## config.mk

```make
export PLATFORM = sky130hd
export DESIGN_NAME = uart_cmd_rx_flat
export DESIGN_NICKNAME = d
export VERILOG_FILES = /design/src/rtl/uart_cmd_rx_if.sv /design/src/rtl/uart_cmd_rx.sv /design/src/flat_wrapper.sv
export SDC_FILE = /design/constraint.sdc
export NUM_CORES = 1
export LEC_CHECK = 0
export ABC_CLOCK_PERIOD_IN_PS = 3200
export CAP_MARGIN = 5
export CORE_MARGIN = 2
export CORE_UTILIZATION = 50
export CTS_BUF_LIST = sky130_fd_sc_hd__clkbuf_2
export DETAILED_ROUTE_END_ITERATION = 8
export PLACE_DENSITY = 0.78
export SYNTH_ARGS = -nofsm -noshare
export SYNTH_HDL_FRONTEND = slang
export SYNTH_SLANG_ARGS = --single-unit
```

## constraint.sdc

```tcl
create_clock -name clk -period 3.2 [get_ports clk]
set_clock_uncertainty 0.2 [all_clocks]
set_input_delay 0.64 -clock clk [delete_from_list [all_inputs] [get_ports clk]]
set_output_delay 0.64 -clock clk [all_outputs]
set_load 0.01 [all_outputs]
```

## src/rtl/uart_cmd_rx_if.sv

```systemverilog
`default_nettype none
// +----------------------------------------------------------------------+
// | uart_cmd_rx_if                                                       |
// | Byte-stream input, register-write strobe, ack handshake and status   |
// | counters of the host command decoder.                                |
// | Rev 1.0                                                              |
// +----------------------------------------------------------------------+
interface uart_cmd_rx_if;
  logic [7:0]  rx_data;
  logic        rx_en;
  logic        wr_en;
  logic [7:0]  wr_addr;
  logic [15:0] wr_data;
  logic [7:0]  ack_data;
  logic        ack_valid;
  logic        ack_ready;
  logic [15:0] frame_cnt;
  logic [7:0]  err_cnt;
  logic        timeout;

  modport master (
    output rx_data, rx_en, ack_ready,
    input  wr_en, wr_addr, wr_data, ack_data, ack_valid, frame_cnt, err_cnt, timeout
  );

  modport slave (
    input  rx_data, rx_en, ack_ready,
    output wr_en, wr_addr, wr_data, ack_data, ack_valid, frame_cnt, err_cnt, timeout
  );
endinterface
`default_nettype wire

```

## src/rtl/uart_cmd_rx.sv

```systemverilog
`default_nettype none
// +----------------------------------------------------------------------+
// | uart_cmd_rx                                                          |
// | Host command frame decoder: HEADER ADDR DHI DLO [CSUM] -> register   |
// | write strobe plus ack/nak byte. Checksum byte enabled by the macro   |
// | UART_CMD_CHKSUM_EN.                                                  |
// | Rev 1.0                                                              |
// +----------------------------------------------------------------------+
module uart_cmd_rx #(
  parameter logic [7:0] HEADER      = 8'hA5,
  parameter int         TIMEOUT_CYC = 6450,
  parameter logic [7:0] ACK_OK      = 8'h5A
`ifdef UART_CMD_CHKSUM_EN
  ,
  parameter logic [7:0] ACK_ERR     = 8'hE1
`endif
) (
  input  logic         clk,
  input  logic         reset,
  uart_cmd_rx_if.slave bus
);

  localparam int               GAP_W   = $clog2(TIMEOUT_CYC);
  localparam logic [GAP_W-1:0] GAP_MAX = GAP_W'(TIMEOUT_CYC - 1);

  typedef enum logic [2:0] {
    S_IDLE = 3'd0,
    S_ADDR = 3'd1,
    S_DHI  = 3'd2,
    S_DLO  = 3'd3
`ifdef UART_CMD_CHKSUM_EN
    ,
    S_CSUM = 3'd4
`endif
  } state_t;

  state_t           state_q, state_d;
  logic [GAP_W-1:0] gap_q;
  logic [7:0]       addr_q, dhi_q;
  logic [15:0]      wdata;
  logic             do_write, do_timeout, ack_new, err_inc;
  logic [7:0]       ack_byte;

`ifdef UART_CMD_CHKSUM_EN
  logic [7:0] dlo_q, sum_q;
  logic       do_nak;

  assign ack_new  = do_write | do_nak;
  assign ack_byte = do_write ? ACK_OK : ACK_ERR;
  assign err_inc  = do_timeout | do_nak;
`else
  assign ack_new  = do_write;
  assign ack_byte = ACK_OK;
  assign err_inc  = do_timeout;
`endif

  always_ff @(posedge clk) begin
    if (reset) begin
      state_q <= S_IDLE;
      gap_q   <= '0;
    end else begin
      state_q <= state_d;
      gap_q   <= (state_q == S_IDLE || bus.rx_en || do_timeout) ? '0 : gap_q + 1'b1;
    end
  end

  // A byte always beats the gap limit: the timeout branch is only reached without rx_en.
  always_comb begin
    state_d    = state_q;
    do_write   = 1'b0;
    do_timeout = 1'b0;
`ifdef UART_CMD_CHKSUM_EN
    do_nak     = 1'b0;
    wdata      = {dhi_q, dlo_q};
`else
    wdata      = {dhi_q, bus.rx_data};
`endif
    if (bus.rx_en) begin
      case (state_q)
        S_IDLE: if (bus.rx_data == HEADER) state_d = S_ADDR;
        S_ADDR: state_d = S_DHI;
        S_DHI:  state_d = S_DLO;
`ifdef UART_CMD_CHKSUM_EN
        S_DLO:  state_d = S_CSUM;
        S_CSUM: begin
          state_d = S_IDLE;
          if (bus.rx_data == sum_q) do_write = 1'b1;
          else                      do_nak   = 1'b1;
        end
`else
        S_DLO: begin
          state_d  = S_IDLE;
          do_write = 1'b1;
        end
`endif
        default: state_d = S_IDLE;
      endcase
    end else if (state_q != S_IDLE && gap_q == GAP_MAX) begin
      state_d    = S_IDLE;
      do_timeout = 1'b1;
    end
  end

  always_ff @(posedge clk) begin
    if (reset) begin
      addr_q <= '0;
      dhi_q  <= '0;
`ifdef UART_CMD_CHKSUM_EN
      dlo_q  <= '0;
      sum_q  <= '0;
`endif
    end else if (bus.rx_en) begin
      case (state_q)
        S_ADDR: begin
          addr_q <= bus.rx_data;
`ifdef UART_CMD_CHKSUM_EN
          sum_q  <= bus.rx_data;
`endif
        end
        S_DHI: begin
          dhi_q <= bus.rx_data;
`ifdef UART_CMD_CHKSUM_EN
          sum_q <= sum_q + bus.rx_data;
`endif
        end
`ifdef UART_CMD_CHKSUM_EN
        S_DLO: begin
          dlo_q <= bus.rx_data;
          sum_q <= sum_q + bus.rx_data;
        end
`endif
        default: ;
      endcase
    end
  end

  always_ff @(posedge clk) begin
    if (reset) begin
      bus.wr_en     <= 1'b0;
      bus.wr_addr   <= '0;
      bus.wr_data   <= '0;
      bus.ack_data  <= '0;
      bus.ack_valid <= 1'b0;
      bus.frame_cnt <= '0;
      bus.err_cnt   <= '0;
      bus.timeout   <= 1'b0;
    end else begin
      bus.wr_en   <= do_write;
      bus.timeout <= do_timeout;
      if (do_write) begin
        bus.wr_addr   <= addr_q;
        bus.wr_data   <= wdata;
        bus.frame_cnt <= bus.frame_cnt + 16'd1;
      end
      if (err_inc && bus.err_cnt != 8'hFF)
        bus.err_cnt <= bus.err_cnt + 8'd1;
      // A fresh ack outranks a same-cycle accept of the old one.
      if (ack_new) begin
        bus.ack_valid <= 1'b1;
        bus.ack_data  <= ack_byte;
      end else if (bus.ack_ready) begin
        bus.ack_valid <= 1'b0;
      end
    end
  end

endmodule
`default_nettype wire

```

## src/flat_wrapper.sv

```systemverilog
// flat-port wrapper written by rule: the top's interface ports become plain ports
module uart_cmd_rx_flat 
#(
  parameter logic [7:0] HEADER      = 8'hA5,
  parameter int         TIMEOUT_CYC = 6450,
  parameter logic [7:0] ACK_OK      = 8'h5A

)
  (clk, reset, bus_rx_data, bus_rx_en, bus_ack_ready, bus_wr_en, bus_wr_addr, bus_wr_data, bus_ack_data, bus_ack_valid, bus_frame_cnt, bus_err_cnt, bus_timeout);
  uart_cmd_rx_if bus_i ();
  input  logic clk;
  input  logic reset;
  input wire logic [$bits(bus_i.rx_data)-1:0] bus_rx_data;
  input wire logic [$bits(bus_i.rx_en)-1:0] bus_rx_en;
  input wire logic [$bits(bus_i.ack_ready)-1:0] bus_ack_ready;
  output wire logic [$bits(bus_i.wr_en)-1:0] bus_wr_en;
  output wire logic [$bits(bus_i.wr_addr)-1:0] bus_wr_addr;
  output wire logic [$bits(bus_i.wr_data)-1:0] bus_wr_data;
  output wire logic [$bits(bus_i.ack_data)-1:0] bus_ack_data;
  output wire logic [$bits(bus_i.ack_valid)-1:0] bus_ack_valid;
  output wire logic [$bits(bus_i.frame_cnt)-1:0] bus_frame_cnt;
  output wire logic [$bits(bus_i.err_cnt)-1:0] bus_err_cnt;
  output wire logic [$bits(bus_i.timeout)-1:0] bus_timeout;
  assign bus_i.rx_data = bus_rx_data;
  assign bus_i.rx_en = bus_rx_en;
  assign bus_i.ack_ready = bus_ack_ready;
  assign bus_wr_en = bus_i.wr_en;
  assign bus_wr_addr = bus_i.wr_addr;
  assign bus_wr_data = bus_i.wr_data;
  assign bus_ack_data = bus_i.ack_data;
  assign bus_ack_valid = bus_i.ack_valid;
  assign bus_frame_cnt = bus_i.frame_cnt;
  assign bus_err_cnt = bus_i.err_cnt;
  assign bus_timeout = bus_i.timeout;
  uart_cmd_rx #(.HEADER(HEADER), .TIMEOUT_CYC(TIMEOUT_CYC), .ACK_OK(ACK_OK)) u_core (.clk(clk), .reset(reset), .bus(bus_i));
endmodule
```

Yosys cells after proc, flatten, opt, wreduce, memory -nomap -nowiden
Index checks and enable logic that the tools add are counted.
Cells by class
  multipliers: 0
  shift operators: 0
  multiplexer cells: 10
  divide/modulo/power cells: 0
  eq/ne operators: 7
  bitwise logic cells: 0
  add/sub/neg operators: 3
  reductions and logical operators: 12
  $lt $le $gt $ge: 0
Operators by type and width (number)
  adder 16 x 1 -> 16 bit, second input constant: 1
  adder 13 x 1 -> 13 bit, second input constant: 1
  == test 13 bit, second input constant: 1
  two-way mux 3 bit: 3
  one-hot mux 3 bit (3 select lines): 1
  adder 8 x 1 -> 8 bit, second input constant: 1
  == test 8 bit, second input constant: 1
  != test 8 bit, second input constant: 1
  == test 3 x 2 -> 1 bit, second input constant: 2
  two-way mux 1 bit: 6
  AND reduction 2 bit: 3
  nonzero test 2 bit: 2
  == test 3 x 1 -> 1 bit, second input constant: 1
  zero test 3 bit: 1
  != test 3 bit, second input constant: 1
  nonzero test 3 bit: 1
  logical AND 1 bit: 2
  logical OR 1 bit: 2
  OR reduction 2 bit: 1
Word-level totals
  output and inout bits: 59
  flip-flop bits (word level): 84
  bits in latches: 0
  bits in writable memories: 0
  logic and storage cells: 44
  bits in read-only memories: 0
  memories: 0

Longest topological paths before layout
  depth after elaboration: 6
  mapped depth: 7
  gate-level depth less buffers: 6

Worst setup path before layout
OpenSTA, ideal clock, no wires.
  path type: input-to-reg
  from: in bus_rx_en
  to: reg u_core.bus.err_cnt[4]
  buffers on the path: 1
  setup slack: 0.583 ns
  data arrival time: 2.346 ns
  cell stages on the path: 5
  library setup time: 0.070 ns
  cell sequence: clkbuf_1 > or4bb_1 > or4_4 > or4_1 > a21oi_1
On the way
  word-level cells in the longest chain between the ends: 2
RTL lines
  start: declaration: RTL line flat_wrapper.sv:14  | input wire logic [$bits(bus_i.rx_en)-1:0] bus_rx_en;
  two-way mux 1 bit: RTL line uart_cmd_rx.sv:78  | if (bus.rx_en) begin
  logical AND 1 bit: RTL line uart_cmd_rx.sv:155  | if (err_inc && bus.err_cnt != 8'hFF)
  end signal: assignment: RTL line uart_cmd_rx.sv:156  | bus.err_cnt <= bus.err_cnt + 8'd1;
  end: declaration: RTL line uart_cmd_rx_if.sv:28  | output wr_en, wr_addr, wr_data, ack_data, ack_valid, frame_cnt, err_cnt, timeout
Every way passes these cells.
A chain may end at the register's enable or synchronous reset.

Worst setup path after layout
  from: reg u_core.state_q[0]
  to: reg u_core.bus.err_cnt[7]
On the way
  word-level cells in the longest chain between the ends: 5
RTL lines
  start: declaration: RTL line uart_cmd_rx.sv:37  | state_t state_q, state_d;
  start signal: assignment: RTL line uart_cmd_rx.sv:62  | state_q <= state_d;
  nonzero test 3 bit: RTL line uart_cmd_rx.sv:98  | end else if (state_q != S_IDLE && gap_q == GAP_MAX) begin
  logical AND 1 bit: RTL line uart_cmd_rx.sv:98
  two-way mux 1 bit: RTL line uart_cmd_rx.sv:98
  two-way mux 1 bit: RTL line uart_cmd_rx.sv:78
  logical AND 1 bit: RTL line uart_cmd_rx.sv:155
Every way passes these cells.

==> key figures <==
Run status
  – Status: finished clean

Finish
  – Fillers: 598
  – Fin nets: between 400 and 500
  – Final Cell Area: 0.00428 mm²
  – Layout overhead on the synthesized area: 23.2%
  – Area taken by multi-input logic gates: 0.00166 mm²
  – Number of antenna diodes: 0
  – Storage cell area: about 0.0017 mm²
  – Ratio of cells with drive above 1 in the final layout: ~5.3%

Global routing
  – Vias in the first global route: 2634
  – Largest net degree at the start of global routing: 60
  – Final global-route overflow total: 0
  – Antenna violations before repair: 0
  – First-pass GRT wire length: 12300 µm
  – GRT Overall Usage: 20.2%

Die
  – Top Ports: 71
  – Core area: a little under 0.007 mm²
  – Initial Util: 51.4%
  – Die Span X: around 87 µm
  – Die height: 87.4 µm
  – Number of cell rows: 30
  – Die footprint: between 0.007 and 0.008 mm²

Pwr
  – Clock power frac: 38.5%
  – Cell Int Power: about 1400 µW
  – Sw Pwr: 373 µW
  – Sequential power share: 58.9%
  – Combinational share of power: 2.6%
  – Sw Ratio: 21.2%
  – Static Leakage: 0.00136 µW
  – Peak VDD IR: 0.000310 V
  – PwrDens: 411 mW/mm²

STA
  – Final clock period utilization by the worst path: 86.0%
  – FMAX: 0.363 GHz
  – Final Max Tran Viols: 0
  – Final Hold Fails: 0
  – Normalized max-slew margin: 60.2%
  – Setup TNS: 0 ps
  – Final min period: 2750 ps
  – Setup ws final: between 400 and 500 ps
  – RSZ-0062 raised after global routing: no
  – Final setup violating endpoints: 0
  – Least-Margin Pin Slew: 597 ps

Clock tree
  – Post-CTS Setup Repair Bufs: 0
  – Hold buffers post-CTS: 0
  – Reg clk slew, reported paths: ~220 ps
  – TritonCTS clock tree: built
  – CTS H-tree depth: 3
  – CTS root buffer: clkbuf_2
  – Clk sink count: 83
  – Clock buffer depth: 2
  – CTS Buf Count: 9
  – Skew-Pair Late Insertion Delay: 510 ps
  – Post-cts resize count: 0

Setup path
  – Critical Path Sink Type: flop
  – Worst Setup Path Type: reg -> reg
  – WP data arrival: roughly 3000 ps
  – FF-to-FF path depth: 6
  – FF-to-FF End: u_core.bus.err_cnt[7]
  – FF-to-FF Start: u_core.state_q[0]
  – CP endpoint: u_core.bus.err_cnt[7]
  – Crit-path max FO: 14
  – Worst EP required: 3460 ps
  – Worst setup path start: u_core.state_q[0]
  – R2r setup slk: approximately 450 ps
  – CP startpoint kind: flop

Detailed routing
  – Via count: 3010
  – First-pass iteration count of the detailed router: 6
  – Antenna Violating Nets Remaining: 0
  – Iteration-0 DRC Markers: approximately 150
  – Drt drc: 0
  – DR WL/cell: 13.5 µm
  – Routed vias/inst: 5.44
  – Routed wire length: 7460 µm

Synthesis
  – Flops & latches, synth: 83
  – Mapped Avg Cell Area: 8.39 µm²
  – Post-synth top area cell: dfxtp_1
  – Ys Warns: 0
  – Post-synth EDFFs: 0
  – Cells after Synth: 414
  – Top_reg_cell synth: dfxtp_1
  – Asr flop ratio synth: 0%
  – Share of the synthesized area in the top cell type: 47.8%
  – Synth cell types: 37
  – Register area share after synthesis: between 40% and 50%
  – Mapped Area: ~0.0035 mm²
  – Main area contributors after synthesis: dfxtp_1 48%, nand2_1 8.8%, a21oi_1 7.9%, nand3_1 3.6%, nor2_1 3.5%

Min path
  – Tightest Hold Check Type: reg -> reg

Place
  – Cell Area, Placed: 0.00413 mm²
  – Post-place setup slack: 160 ps
  – DP Wirelength: ~5200 µm
  – PortBufs: 66
  – Routability cong.: 0.826

Run
  – Max-cap violations: 0
## cells by family after synthesis
family	share of synthesized area [%]
flip-flops	47.8
AO/OA/AOI/OAI	11.7
buffers and inverters	4.86
adder cells (fa/ha/maj)	2.88
XOR/XNOR	5.29
other	0.108
AND/OR/NAND/NOR	27.3
## cells in the mapped netlist (2+ instances only)
cell / count
dfxtp_1: 83
nand2_1: 81
a21oi_1: 55
nor2_1: 32
nand3_1: 25
clkbuf_1: 20
xor2_1: 13
nand4_1: 10
ha_1: 8
o31ai_1: 8
xnor2_1: 8
buf_4: 7
inv_1: 7
or3_1: 7
o21ai_0: 6
or4_1: 6
and4_1: 5
nor3_1: 4
and2_1: 3
nand2b_1: 3
nor4_1: 3
o311ai_0: 3
nand3b_1: 2
nand4b_1: 2
## through the flow
| step | hold WS (ps) | power (µW) | std cells | util, % |
|---|---|---|---|---|
| 6_report | 252 | 1760 | 553 | 63.4 |
| 5_1_grt | 275 | 1810 | 553 | 63.4 |
| 4_1_cts | 250 | 1760 | 553 | 63.4 |
| 3_5_place_dp | 243 | 1100 | 538 | 61.1 |
| 3_3_place_gp | 240 | 1100 | 538 | 61.1 |
| 2_1_floorplan | 232 | 1080 | 417 | - |
## critical path: stages (launching register included)
cell	delay [ps]
dfxtp_1	440
inv_1	100
ha_1	260
or4bb_1	530
or4_4	510
or4_1	530
a21oi_1	150
## sequential cells by signal, summed over array words and instances (netlist names), 2 cells and up
signal and flops:
u_core.bus.wr_data 16, u_core.gap_q 13, u_core.state_q 2, u_core.addr_q 8
u_core.bus.err_cnt 8, u_core.bus.frame_cnt 16, u_core.bus.wr_addr 8, u_core.dhi_q 8
## worst min-delay path by stage
stage | startpoint | to | slack, ps | cells after the start
2_1_floorplan | u_core.addr_q[0] | u_core.bus.wr_addr[0] | 230 | 2
3_3_place_gp | u_core.addr_q[5] | u_core.bus.wr_addr[5] | 240 | 2
3_5_place_dp | u_core.dhi_q[2] | u_core.bus.wr_data[10] | 240 | 2
4_1_cts | u_core.dhi_q[7] | u_core.bus.wr_data[15] | 250 | 2
5_1_grt | reset | u_core.bus.err_cnt[0] | 280 | 2
6_report | u_core.dhi_q[1] | u_core.bus.wr_data[9] | 250 | 2
## power by group through the flow
stage / registers (µW) / logic (µW) / clock network, µW
final: 1040 / 45.0 / 678
after global routing: 1040 / 48.3 / 723
after CTS: 1040 / 44.7 / 684
after detailed placement: 1060 / 44.5 / 0
after global placement: 1060 / 44.3 / 0
after floorplan: 1060 / 25.1 / 0
## cell usage in the layout (no fill, tap or decap), drive strengths merged, types with 4 or more instances in the layout
cell	count
a21oi	55
and4	5
buf	5
clkbuf	10
clkdlybuf4s50	65
conb	4
dfxtp	83
ha	8
inv	7
nand2	81
nand3	25
nand4	10
nor2	32
nor3	4
o21ai	6
o31ai	8
or3	7
or4	7
xnor2	8
xor2	13
## layout make-up
type	instances	area share, %
tap	80	2.34
inverter	7	0.614
clock inverter	5	2.40
timing repair buffer	70	16.0
sequential	83	38.8
clock buffer	10	1.17
multi-input combinational	298	38.7
## layer usage
metal / GRT usage (%) / up-vias / routed length [µm]
met5: 0 / - / 0
met4: 7.55 / 0 / 98
met3: 3.41 / 7 / 237
met2: 32.2 / 53 / 3550
met1: 27.5 / 1419 / 3570
li1: - / 1531 / -
Note: power is estimated with default switching activity, not from simulation.
